**config.mk**
```make
export PLATFORM = sky130hd
export DESIGN_NAME = dec16_rr_scheduler
export DESIGN_NICKNAME = d
export VERILOG_FILES = /design/src/rtl/dec16_sched_pkg.sv /design/src/rtl/decoder4to16.sv /design/src/rtl/dec16_rr_scheduler.sv
export SDC_FILE = /design/constraint.sdc
export NUM_CORES = 1
export LEC_CHECK = 0
export CAP_MARGIN = 20
export CORE_MARGIN = 2
export CORE_UTILIZATION = 25
export CTS_CLUSTER_DIAMETER = 50
export CTS_CLUSTER_SIZE = 40
export DETAILED_ROUTE_END_ITERATION = 10
export GPL_TIMING_DRIVEN = 1
export HOLD_SLACK_MARGIN = 0.06
export PLACE_DENSITY = 0.51
export REMOVE_ABC_BUFFERS = 1
export SLEW_MARGIN = 30
export SYNTH_ARGS = -nofsm -noshare
export SYNTH_HDL_FRONTEND = slang
export SYNTH_SLANG_ARGS = --single-unit
```
**constraint.sdc**
```tcl
create_clock -name clk -period 2.2 [get_ports clk]
set_clock_uncertainty 0.05 [all_clocks]
set_input_delay 0.33 -clock clk [delete_from_list [all_inputs] [get_ports clk]]
set_output_delay 0.33 -clock clk [all_outputs]
set_load 0.01 [all_outputs]
```
**src/rtl/dec16_sched_pkg.sv**
```systemverilog
`default_nettype none
// ============================================================================
//  Module   : dec16_sched_pkg
//  Purpose  : Shared types, sizes and the wrapping first-set search for the
//             16-line grant scheduler.
//  Revision : 1.0  initial release
// ============================================================================
package dec16_sched_pkg;

   localparam int N_LINES = 16;
   localparam int IDX_W   = 4;

   typedef enum logic [1:0] {
      IDLE  = 2'd0,
      GRANT = 2'd1,
      GAP   = 2'd2
   } state_t;

   // Index of the first set bit at or above start, wrapping 15 -> 0.
   // Returns start when no bit is set; callers only use it with req nonzero.
   function automatic logic [IDX_W-1:0] first_from(
      input logic [N_LINES-1:0] req,
      input logic [IDX_W-1:0]   start
   );
      logic [IDX_W-1:0] k;
      logic             found;
      first_from = start;
      found      = 1'b0;
      for (int i = 0; i < N_LINES; i++) begin
         k = start + IDX_W'(i);
         if (!found && req[k]) begin
            first_from = k;
            found      = 1'b1;
         end
      end
   endfunction

endpackage
`default_nettype wire

```
**src/rtl/decoder4to16.sv**
```systemverilog
`default_nettype none
// ============================================================================
//  Module   : decoder4to16
//  Purpose  : 4-to-16 one-hot decoder with enable; all zeros when disabled.
//  Revision : 1.0  initial release
// ============================================================================
module decoder4to16 (
   input  logic [3:0]  in,
   input  logic        en,
   output logic [15:0] out
);

   for (genvar g = 0; g < 16; g++) begin : g_line
      assign out[g] = en && (in == 4'(g));
   end

endmodule
`default_nettype wire

```
**src/rtl/dec16_rr_scheduler.sv**
```systemverilog
`default_nettype none
// ============================================================================
//  Module   : dec16_rr_scheduler
//  Purpose  : Holds one of 16 request lines granted for a programmable number
//             of cycles, with early release and a dead cycle between grants.
//  Config   : DEC16_ROUND_ROBIN_EN -> round-robin search from a rotating
//             pointer; undefined -> fixed priority, lowest index wins.
//  Revision : 1.0  initial release
// ============================================================================
module dec16_rr_scheduler
   import dec16_sched_pkg::*;
#(
   parameter int HOLD_W = 4
) (
   input  logic                clk,
   input  logic                rst,
   input  logic [N_LINES-1:0]  req,
   input  logic [HOLD_W-1:0]   hold_len,
   input  logic                early_release,
   output logic [N_LINES-1:0]  grant,
   output logic [IDX_W-1:0]    grant_idx,
   output logic                grant_vld,
   output logic                grant_done
);

   localparam logic [HOLD_W-1:0] C_HOLD_ONE = HOLD_W'(1);

   state_t             state_q,     state_d;
   logic [IDX_W-1:0]   grant_idx_q, grant_idx_d;
   logic [HOLD_W-1:0]  hold_cnt_q,  hold_cnt_d;
   logic [IDX_W-1:0]   winner;
   logic               grant_end;

`ifdef DEC16_ROUND_ROBIN_EN
   logic [IDX_W-1:0]   ptr_q, ptr_d;

   assign winner = first_from(req, ptr_q);
`else
   assign winner = first_from(req, '0);
`endif

   // All end conditions collapse into one termination event.
   assign grant_end = (hold_cnt_q == C_HOLD_ONE) || early_release || !req[grant_idx_q];

   always_comb begin
      state_d     = state_q;
      grant_idx_d = grant_idx_q;
      hold_cnt_d  = hold_cnt_q;
`ifdef DEC16_ROUND_ROBIN_EN
      ptr_d       = ptr_q;
`endif
      case (state_q)
         IDLE: begin
            if (|req) begin
               state_d     = GRANT;
               grant_idx_d = winner;
               hold_cnt_d  = (hold_len == '0) ? C_HOLD_ONE : hold_len;
            end
         end
         GRANT: begin
            if (grant_end) begin
               state_d    = GAP;
               hold_cnt_d = '0;
`ifdef DEC16_ROUND_ROBIN_EN
               ptr_d      = grant_idx_q + IDX_W'(1);
`endif
            end else begin
               hold_cnt_d = hold_cnt_q - C_HOLD_ONE;
            end
         end
         GAP: begin
            state_d = IDLE;
         end
         default: begin
            state_d = IDLE;
         end
      endcase
   end

   always_ff @(posedge clk) begin
      if (rst) begin
         state_q     <= IDLE;
         grant_idx_q <= '0;
         hold_cnt_q  <= '0;
`ifdef DEC16_ROUND_ROBIN_EN
         ptr_q       <= '0;
`endif
      end else begin
         state_q     <= state_d;
         grant_idx_q <= grant_idx_d;
         hold_cnt_q  <= hold_cnt_d;
`ifdef DEC16_ROUND_ROBIN_EN
         ptr_q       <= ptr_d;
`endif
      end
   end

   assign grant_idx  = grant_idx_q;
   assign grant_vld  = (state_q == GRANT);
   assign grant_done = (state_q == GAP);

   decoder4to16 u_decoder (
      .in  (grant_idx_q),
      .en  (grant_vld),
      .out (grant)
   );

endmodule
`default_nettype wire

```
Yosys cells after proc, flatten, opt, wreduce, memory -nomap -nowiden
Cells that the tools add are included.
{"block": "classes", "n_addsub": 1, "order_cmp": 1, "n_eq_ne": 20, "n_mux": 39, "reduce_logical": 57}
{"op": "two-way mux 4 bit", "count": 17}
{"op": "equality test 4 bit (second input constant)", "count": 8}
{"op": "logical AND 1 bit", "count": 31}
{"op": "two-way mux 1 bit", "count": 17}
{"op": "equality test 4 x 3 -> 1 bit (second input constant)", "count": 4}
{"op": "logical NOT 1 bit", "count": 16}
{"op": "OR reduction 16 bit", "count": 1}
{"op": "equality test 4 x 1 -> 1 bit (second input constant)", "count": 2}
{"op": "equality test 4 x 2 -> 1 bit (second input constant)", "count": 2}
{"op": "logical NOT 4 bit", "count": 2}
{"op": "case mux 4 bit (2 select lines)", "count": 1}
{"op": "AND reduction 2 bit", "count": 3}
{"op": "less-than comparator 4 x 5 -> 1 bit (second input constant)", "count": 1}
{"op": "binary-select mux 1 bit (select 4 bit)", "count": 1}
{"op": "two-way mux 2 bit", "count": 2}
{"op": "inequality test 2 bit (second input constant)", "count": 2}
{"op": "case mux 2 bit (2 select lines)", "count": 1}
{"op": "subtractor 4 x 1 -> 4 bit (second input constant)", "count": 1}
{"op": "equality test 2 x 1 -> 1 bit (second input constant)", "count": 1}
{"op": "equality test 2 bit (second input constant)", "count": 1}
{"op": "logical NOT 2 bit", "count": 1}
{"op": "logical OR 1 bit", "count": 2}
{"op": "nonzero test 2 bit", "count": 1}
{"block": "word_totals", "register_bits": 10, "in_bits": 23, "out_inout_bits": 22, "wordCells": 121}

Depth between registers and ports, before layout
Gate-level depths: netlist of run 1.
{"block": "logic_depth", "word_depth": 46, "depth_mapped": 8, "depth_no_buf": 6}

Modules after synthesis
A second synthesis of run 1 with hierarchy kept.
{"block": "unflattened", "hier_cells": 138, "hier_area_um2": 1019.7}
{"mod": "dec16_rr_scheduler", "n_inst": 1, "cells_per_inst": 115, "area_per_inst_um2": 902.1, "seq_area_each_um2": 200.2}
{"mod": "decoder4to16", "n_inst": 1, "cells_per_inst": 23, "area_per_inst_um2": 117.6, "seq_area_each_um2": 0.0}

Worst setup path after synthesis of run 1
No wires, ideal clock.
{"block": "synth_timing", "path_kind": "reg2reg", "startpoint": "register grant_idx_q[2] (netlist: grant_idx[2])", "endpoint": "register hold_cnt_q[1]", "setup_ns": 0.088, "t_arrival_ns": 1.626, "required_time_ns": 2.062, "setup_slack_ns": 0.436, "path_stages_with_launch": 7, "path_buffers": 1, "synth_period_minus_slack_ns": 1.764, "cell_sequence": "dfxtp_1 -> buf_2 -> and2_1 -> a22o_1 -> a2111oi_4 -> o21bai_2 -> a311oi_2"}
{"block": "synth_between", "elab_chain_len": 6}
{"element": "from (decl)", "line_no": "dec16_rr_scheduler.sv:29", "text": "logic [IDX_W-1:0] grant_idx_q, grant_idx_d;"}
{"element": "from (signal assigned)", "line_no": "dec16_rr_scheduler.sv:90", "text": "grant_idx_q <= grant_idx_d;"}
{"element": "binary-select mux 1 bit (select 4 bit)", "line_no": "dec16_rr_scheduler.sv:43", "text": "assign grant_end = (hold_cnt_q == C_HOLD_ONE) || early_release || !req[grant_idx_q];"}
{"element": "two-way mux 1 bit (not written as such)", "line_no": "dec16_rr_scheduler.sv:43"}
{"element": "logical NOT 1 bit", "line_no": "dec16_rr_scheduler.sv:43"}
{"element": "logical OR 1 bit", "line_no": "dec16_rr_scheduler.sv:43"}
{"element": "two-way mux 4 bit", "line_no": "dec16_rr_scheduler.sv:61", "text": "if (grant_end) begin"}
{"element": "case mux 4 bit (2 select lines)", "line_no": "dec16_rr_scheduler.sv:52", "text": "case (state_q)"}
{"element": "to (signal assigned)", "line_no": "dec16_rr_scheduler.sv:91", "text": "hold_cnt_q <= hold_cnt_d;"}
{"element": "to (decl)", "line_no": "dec16_rr_scheduler.sv:30", "text": "logic [HOLD_W-1:0] hold_cnt_q, hold_cnt_d;"}
Every way passes these cells. The select of a mux whose other input is x is not followed.
A chain may end at the register's enable or synchronous reset.

Worst setup path in the final report of run 1
{"block": "layout_timing", "startpoint": "register state_q[1]", "endpoint": "output port grant[14]"}
{"block": "layout_between", "elab_chain_len": 2}
{"element": "from (decl)", "line_no": "dec16_rr_scheduler.sv:28", "text": "state_t state_q, state_d;"}
{"element": "from (signal assigned)", "line_no": "dec16_rr_scheduler.sv:89", "text": "state_q <= state_d;"}
{"element": "equality test 2 x 1 -> 1 bit", "line_no": "dec16_rr_scheduler.sv:99", "text": "assign grant_vld = (state_q == GRANT);"}
{"element": "logical AND 1 bit", "line_no": "decoder4to16.sv:14", "text": "assign out[g] = en && (in == 4'(g));"}
{"element": "to (decl)", "line_no": "dec16_rr_scheduler.sv:20", "text": "output logic [N_LINES-1:0] grant,"}
Every way passes these cells.

==> results of run 1 <==
layout make-up:
cell class,count,share of cell area
sequential,10,0.110
tap,52,0.0354
timing repair buffer,68,0.351
inverter,4,0.00818
clock buffer,4,0.0300
multi-input combinational,128,0.466
report_power, final:
group          total, mW  switching, mW  internal (mW)
sequential         0.252         0.0439          0.208
clock              0.234         0.0765          0.158
combinational      0.406          0.194          0.211
total              0.892          0.315          0.577
worst min-delay path: cells and delay by family, from the launching register on:
family	cells	cell delay [ns]
AND/OR/NAND/NOR	1	0.08
flip-flops	1	0.35
AO/OA/AOI/OAI	1	0.08
cells in the final DEF (no fill, tap or decap), types with 2 or more instances in the layout:
cell / Yosys / routed
nand2_1: 8 / 8
nor3_1: 7 / 6
nand3_1: 5 / 4
clkbuf_8: 0 / 4
nor2b_1: 7 / 7
o211ai_1: 3 / 3
o21ai_0: 5 / 5
buf_4: 0 / 24
ha_1: 2 / 2
o21bai_1: 2 / 2
o31a_1: 2 / 2
dfxtp_1: 10 / 9
a31oi_1: 2 / 2
nor2_1: 32 / 32
nor3b_1: 3 / 3
a211oi_1: 3 / 3
mux2i_1: 9 / 9
nand2b_1: 5 / 4
nor4_1: 3 / 3
inv_1: 4 / 4
dlymetal6s2s_1: 0 / 10
clkdlybuf4s50_1: 0 / 33
a21boi_0: 4 / 4
a21oi_1: 4 / 3
routing by layer:
| metal | vias to the layer above | part of all wire | global-route usage |
|---|---|---|---|
| met4 | 0 | 0.0030 | 0.0235 |
| li1 | 682 | - | - |
| met1 | 617 | 0.45 | 0.173 |
| met3 | 2 | 0.047 | 0.0231 |
| met2 | 34 | 0.50 | 0.267 |
| met5 | - | 0 | 0 |
cells by family after synthesis:
family,after synthesis
AO/OA/AOI/OAI,37
adder cells (fa/ha/maj),2
buffers and inverters,11
flip-flops,10
multiplexers,9
AND/OR/NAND/NOR,80
through the flow:
| step | hold WS, ns | cells | worst slack [ns] | cell area, um2 |
|---|---|---|---|---|
| after floorplan | 0.348 | 142 | 0.177 | 1050 |
| after global placement | 0.486 | 261 | -0.141 | 1730 |
| after detailed placement | 0.503 | 261 | -0.275 | 1730 |
| after CTS | 0.510 | 265 | -0.0472 | 1780 |
| after global routing | 0.534 | 266 | 0.0179 | 1840 |
| final | 0.514 | 266 | 0.100 | 1840 |
how the worst min path moves through the flow:
stage	to	slack [ns]	depth (start not counted)
after CTS	hold_cnt_q[0]	0.51	2
after global placement	hold_cnt_q[3]	0.49	2
final	hold_cnt_q[0]	0.51	2
after floorplan	hold_cnt_q[1]	0.35	1
after global routing	hold_cnt_q[0]	0.53	2
after detailed placement	hold_cnt_q[0]	0.50	2
repair_timing:
| action | 4_1_cts | 5_1_grt |
|---|---|---|
| pin swaps | 0 | 1 |
| resized for setup | 2 | 15 |
| setup buffers | 0 | 1 |
| endpoints found under the setup margin | 6 | 18 |
sequential cells by signal (all words and copies together) (netlist names):
signal / cells
hold_cnt_q: 4
state_q: 2
grant_idx: 4
==> metrics.md, run 1 <==
| Metric | Value |
|---|---|
| Crit path depth | 5 |
| Max Slew Vio Count | 0 |
| DP HPWL | 3.03 mm |
| DRC errors left | 0 |
| CP top delay family | buffers and inverters |
| Setup crit start kind | flop |
| Fraction of registers with async set/reset | 0 |
| Unique cell type count in the Yosys netlist | 44 |
| Largest net degree at the start of global routing | 14 |
| Lkg Pwr | 0.844 nW |
| Top-count cell post-synth | nor2_1 |
| Setup_tns | 0 ns |
| Number of synthesized flops with an enable pin | 0 |
| Post-synthesis xor/xnor area fraction | 0 |
| Adder-Cell Fraction of Synth Area | 0.0228 |
| Post-synthesis simple-gate area fraction | 0.379 |
| CP endpoint kind | primary output |
| Largest family of logic cells by synthesized area | simple AND/OR/NAND/NOR gates |
| Fin nets | 240 |
| Reg2reg setup slack | 0.28 ns |
| Maximum clock path buffer count | 2 |
| Multi-input gate area | approximately 850 um2 |
| Crit-path cells | nand2b_2, inv_1, nand3b_1, nor2_1, clkdlybuf4s50_1 |
| H-Tree Depth | 1 |
| DR WL/cell | around 14 um |
| Synthesized cell area | 0.00110 mm2 |
| Reg2reg start | grant_idx[2] |
| Hold Vio Cnt, Final | 0 |
| PortBufs | 44 |
| Period utilization | 0.954 |
| Setup-failing EPs final | 0 |
| Flops & latches, synth | 10 |
| Wirelength, routed | roughly 3.7 mm |
| Critical path peak fanout | 4 |
| First-pass GRT wire length | roughly 5.8 mm |
| Post-synthesis sequential area ratio | 0.182 |
| Max_slew headroom | 0.657 |
| Hold Startpoint | hold_cnt_q[0] |
| Worst setup path endpoint | grant[14] |
| CTS Hold Bufs | 0 |
| Critical path class | flop to primary output |
| Worst r2r path cells | 6 |
| Slowest stage cell, crit path | clkdlybuf4s50_1 |
| IO Pins | 45 |
| Clk sinks | 10 |
| YS warnings | 0 |
| Area leader, netlist | dfxtp_1 |
| Run status | completed |
| Skew-Pair Late Insertion Delay | approximately 0.24 ns |
| Main synth FF type | dfxtp_1 |
| Via count | 1,335 |
| Iteration-0 DRC Markers | 39 |
| Fmax | approximately 480 MHz |
| Hold/Removal Path Class | flop to flop |
| Vias in the first global route | 1,325 |
| Final core utilization | 0.427 |
| Total power draw | 0.892 mW |
| Slew @ Worst Pin | just over 0.5 ns |
| Critical Path RT | 1.82 ns |
| Post-DRT Antenna Nets | 0 |
| Max IR drop VDD | 0.000346 V |
| Post-synthesis compound-gate area fraction | 0.274 |
| # diodes | 0 |
| CP bufs+invs | 2 |
| CTS Buf Count | 3 |
| Critical path startpoint | state_q[1] |
| CTS tree | built |
| Layout cells sized above 1 | 0.187 |
| Horiz. Die Dim | 70.3 um |
| FP Rows | 24 |
| GPL Wtd Cong | 0.793 |
| Slowest stage delay, CP | 0.54 ns |
| DR vias/cell | 5.02 |
| Total GRT Usage | 0.143 |
| Area delta synth->final | 66.9% |
| Initial antenna violation count | 0 |
| Post-synthesis cell count | 149 |
| DIE HEIGHT | 70.3 um |
| Root Buffer | clkbuf_8 |
| Initial Utilization | 0.256 |
| Storage cell area | 201 um2 |
| Synth top area share | 0.182 |
| Maxcap violations | 0 |
| Core Box Area | about 0.0043 mm2 |
| Portion of netlist area occupied by mux cells | 0.0819 |
| Synth area leaders | dfxtp_1 18%, nor2_1 11%, mux2i_1 8.2%, nor2b_1 4.0%, nor3_1 3.2% |
| Worst R2R End | hold_cnt_q[2] |
| Crit path DAT | 1.72 ns |
| Number of fillers in the final layout | 452 |
| GR Overflow Total | 0 |
| RSZ-0062 raised after global routing | no |
| Commonest cells in the netlist | 32 x nor2_1, 10 x dfxtp_1, 9 x mux2i_1, 8 x nand2_1 |
| Avg Synthesized Cell Area | between 7 and 8 um2 |
| Clk slew on worst S/H paths | approximately 0.05 ns |
| Router iterations before antenna repair | 4 |
| Final period demand of the worst path | 2.10 ns |
| Full die area | 0.00495 mm2 |
| PwrDens | 486 mW/mm2 |
No activity file was read; power rests on OpenSTA's default activity.
==> run 2, diff against run 1 <==
--- a/config.mk
+++ b/config.mk
@@ -13,6 +13,7 @@
 export DETAILED_ROUTE_END_ITERATION = 10
 export GPL_TIMING_DRIVEN = 1
 export HOLD_SLACK_MARGIN = 0.06
+export MAX_ROUTING_LAYER = met4
 export PLACE_DENSITY = 0.51
 export REMOVE_ABC_BUFFERS = 1
 export SLEW_MARGIN = 30
==> constraint.sdc (replaced) <==
create_clock -name clk -period 2.4 [get_ports clk]
set_clock_uncertainty 0.05 [all_clocks]
set_input_delay 0.36 -clock clk [delete_from_list [all_inputs] [get_ports clk]]
set_output_delay 0.36 -clock clk [all_outputs]
set_load 0.01 [all_outputs]
==> run 2 against run 1 <==
Core utilization fell by 3.2 points; via count fell by 1.4%; die area did not move; sequential share of layout area rose by 0.82 points; final area fell by 7.6%; count of clock-buffer cells in the layout did not move; highest routed layer unchanged.
==> metrics.md, run 2 (same netlist as run 1, synthesis figures left out) <==
| Metric | Value |
|---|---|
| Crit path DAT | 1.83 ns |
| Critical path peak fanout | 5 |
| Clk sinks | 10 |
| Commonest non-fill, non-tap cell in the layout | clkdlybuf4s50_1 |
| Hold/Removal Path Class | flop to flop |
| Root Buffer | clkbuf_8 |
| Max IR drop VDD | 0.000271 V |
| Iteration-0 DRC Markers | 37 |
| # resized after CTS | 0 |
| Layout cells sized above 1 | 0.109 |
| Wirelength, routed | 3.41 mm |
| GPL Wtd Cong | 0.847 |
| CTS Buf Count | 3 |
| Crit-path cells | nand2b_1, or3_4, nor3_1, clkdlybuf4s50_1 |
| Largest net degree at the start of global routing | 14 |
| CP top delay family | simple AND/OR/NAND/NOR gates |
| Critical path class | flop to primary output |
| Slew @ Worst Pin | 0.734 ns |
| Commonest cells after routing, fill and taps aside | 44 x clkdlybuf4s50_1, 32 x nor2_1, 11 x buf_4, 10 x dfxtp_1, 9 x mux2i_1 |
| Hold Vio Cnt, Final | 0 |
| Horiz. Die Dim | 70.3 um |
| PwrDens | 463 mW/mm2 |
| Fin nets | 227 |
| DR WL/cell | between 10 and 15 um |
| Worst setup margin | 0.157 ns |
| DP Cell Count | between 200 and 250 |
| Slowest stage cell, crit path | clkdlybuf4s50_1 |
| Clk slew on worst S/H paths | 0.05 ns |
| CP bufs+invs | 1 |
| Run status | completed |
| RSZ-0062 raised after global routing | no |
| Post-DRT Antenna Nets | 0 |
| Maxcap violations | 0 |
| IO Pins | 45 |
| First-pass GRT wire length | around 5.8 mm |
| Initial antenna violation count | 0 |
| H-Tree Depth | 1 |
| Full die area | 0.00495 mm2 |
| Number of fillers in the final layout | 449 |
| Lkg Pwr | 0.588 nW |
| Setup-failing EPs final | 0 |
| Setup crit start kind | flop |
| DP HPWL | 2.82 mm |
| Total GRT Usage | 0.147 |
| Initial Utilization | 0.256 |
| Via count | about 1.3k |
| GR Overflow Total | 0 |
| Area delta synth->final | 54.3% |
| FP Rows | 24 |
| Core Box Area | 0.00429 mm2 |
| Slowest stage delay, CP | 0.56 ns |
| # Post-CTS Setup Buffers | 0 |
| Maximum clock path buffer count | 2 |
| CTS Hold Bufs | 0 |
| Period utilization | 0.934 |
| Vias in the first global route | between 1k and 1.5k |
| PortBufs | 44 |
| DR vias/cell | 5.20 |
| Router iterations before antenna repair | 4 |
| # diodes | 0 |
| CP endpoint kind | primary output |
| Hold WS | 0.508 ns |
| Final Non-Filler Cells | approximately 250 |
| Max_slew headroom | 0.511 |
| Final period demand of the worst path | 2.24 ns |
| DIE HEIGHT | 70.3 um |
| Skew-Pair Late Insertion Delay | between 0.2 and 0.25 ns |
| Setup WS pre-CTS | -0.00609 ns |
| DRC errors left | 0 |
| Max Slew Vio Count | 0 |
| CTS tree | built |
| Fmax | 446 MHz |
| Critical Path RT | a little under 2 ns |
-- run 2: cell count changes in the layout (fill, tap and decap cells not counted), sizes merged --
cell,previous run,this run
buf,24,11
clkdlybuf4s50,33,44
dlygate4sd2,1,0
dlymetal6s2s,10,0
-- run 2: final timing paths --
path / cells past startpoint / slack, ns / to / startpoint
worst max-delay path: 4 / 0.16 / grant[0] / state_q[0]
worst min-delay path: 2 / 0.51 / hold_cnt_q[3] / hold_cnt_q[3]
worst max register to register: 7 / 0.49 / hold_cnt_q[2] / grant_idx[3]
worst min register to register: 2 / 0.51 / hold_cnt_q[3] / hold_cnt_q[3]
-- run 2: stage by stage --
step | area, um2 | power, mW | setup TNS (ns) | utilization
floorplan | 1050 | 0.412 | 0 | -
global placement | 1640 | 0.570 | 0 | 0.381
detailed placement | 1640 | 0.573 | -0.0113 | 0.381
CTS | 1690 | 0.792 | 0 | 0.394
global route | 1700 | 0.845 | 0 | 0.395
finish | 1700 | 0.785 | 0 | 0.395
-- run 2: cell type report --
cell class / count / area [um2] / area share
clock buffer: 4 / 55.1 / 0.0324
inverter: 4 / 15.0 / 0.00885
timing repair buffer: 55 / 523 / 0.308
multi-input combinational: 128 / 838 / 0.494
tap: 52 / 65.1 / 0.0383
sequential: 10 / 200 / 0.118
-- run 2: report_power, final --
part / leakage, nW / internal, mW / switching [mW]
clock network: 0.0288 / 0.144 / 0.0680
registers: 0.0827 / 0.191 / 0.0392
logic: 0.476 / 0.177 / 0.167
-- run 2: worst min-delay path, stage by stage (launching register included) --
cell and delay [ns]:
dfxtp_1 0.33, o21bai_1 0.14, a31oi_1 0.04
-- run 2: layer usage --
metal,track usage,up-vias,part of all wire
met5,-,-,0
met4,0.0256,0,0.0050
met3,0.0274,4,0.049
met2,0.245,38,0.50
met1,0.187,615,0.45
li1,-,659,-
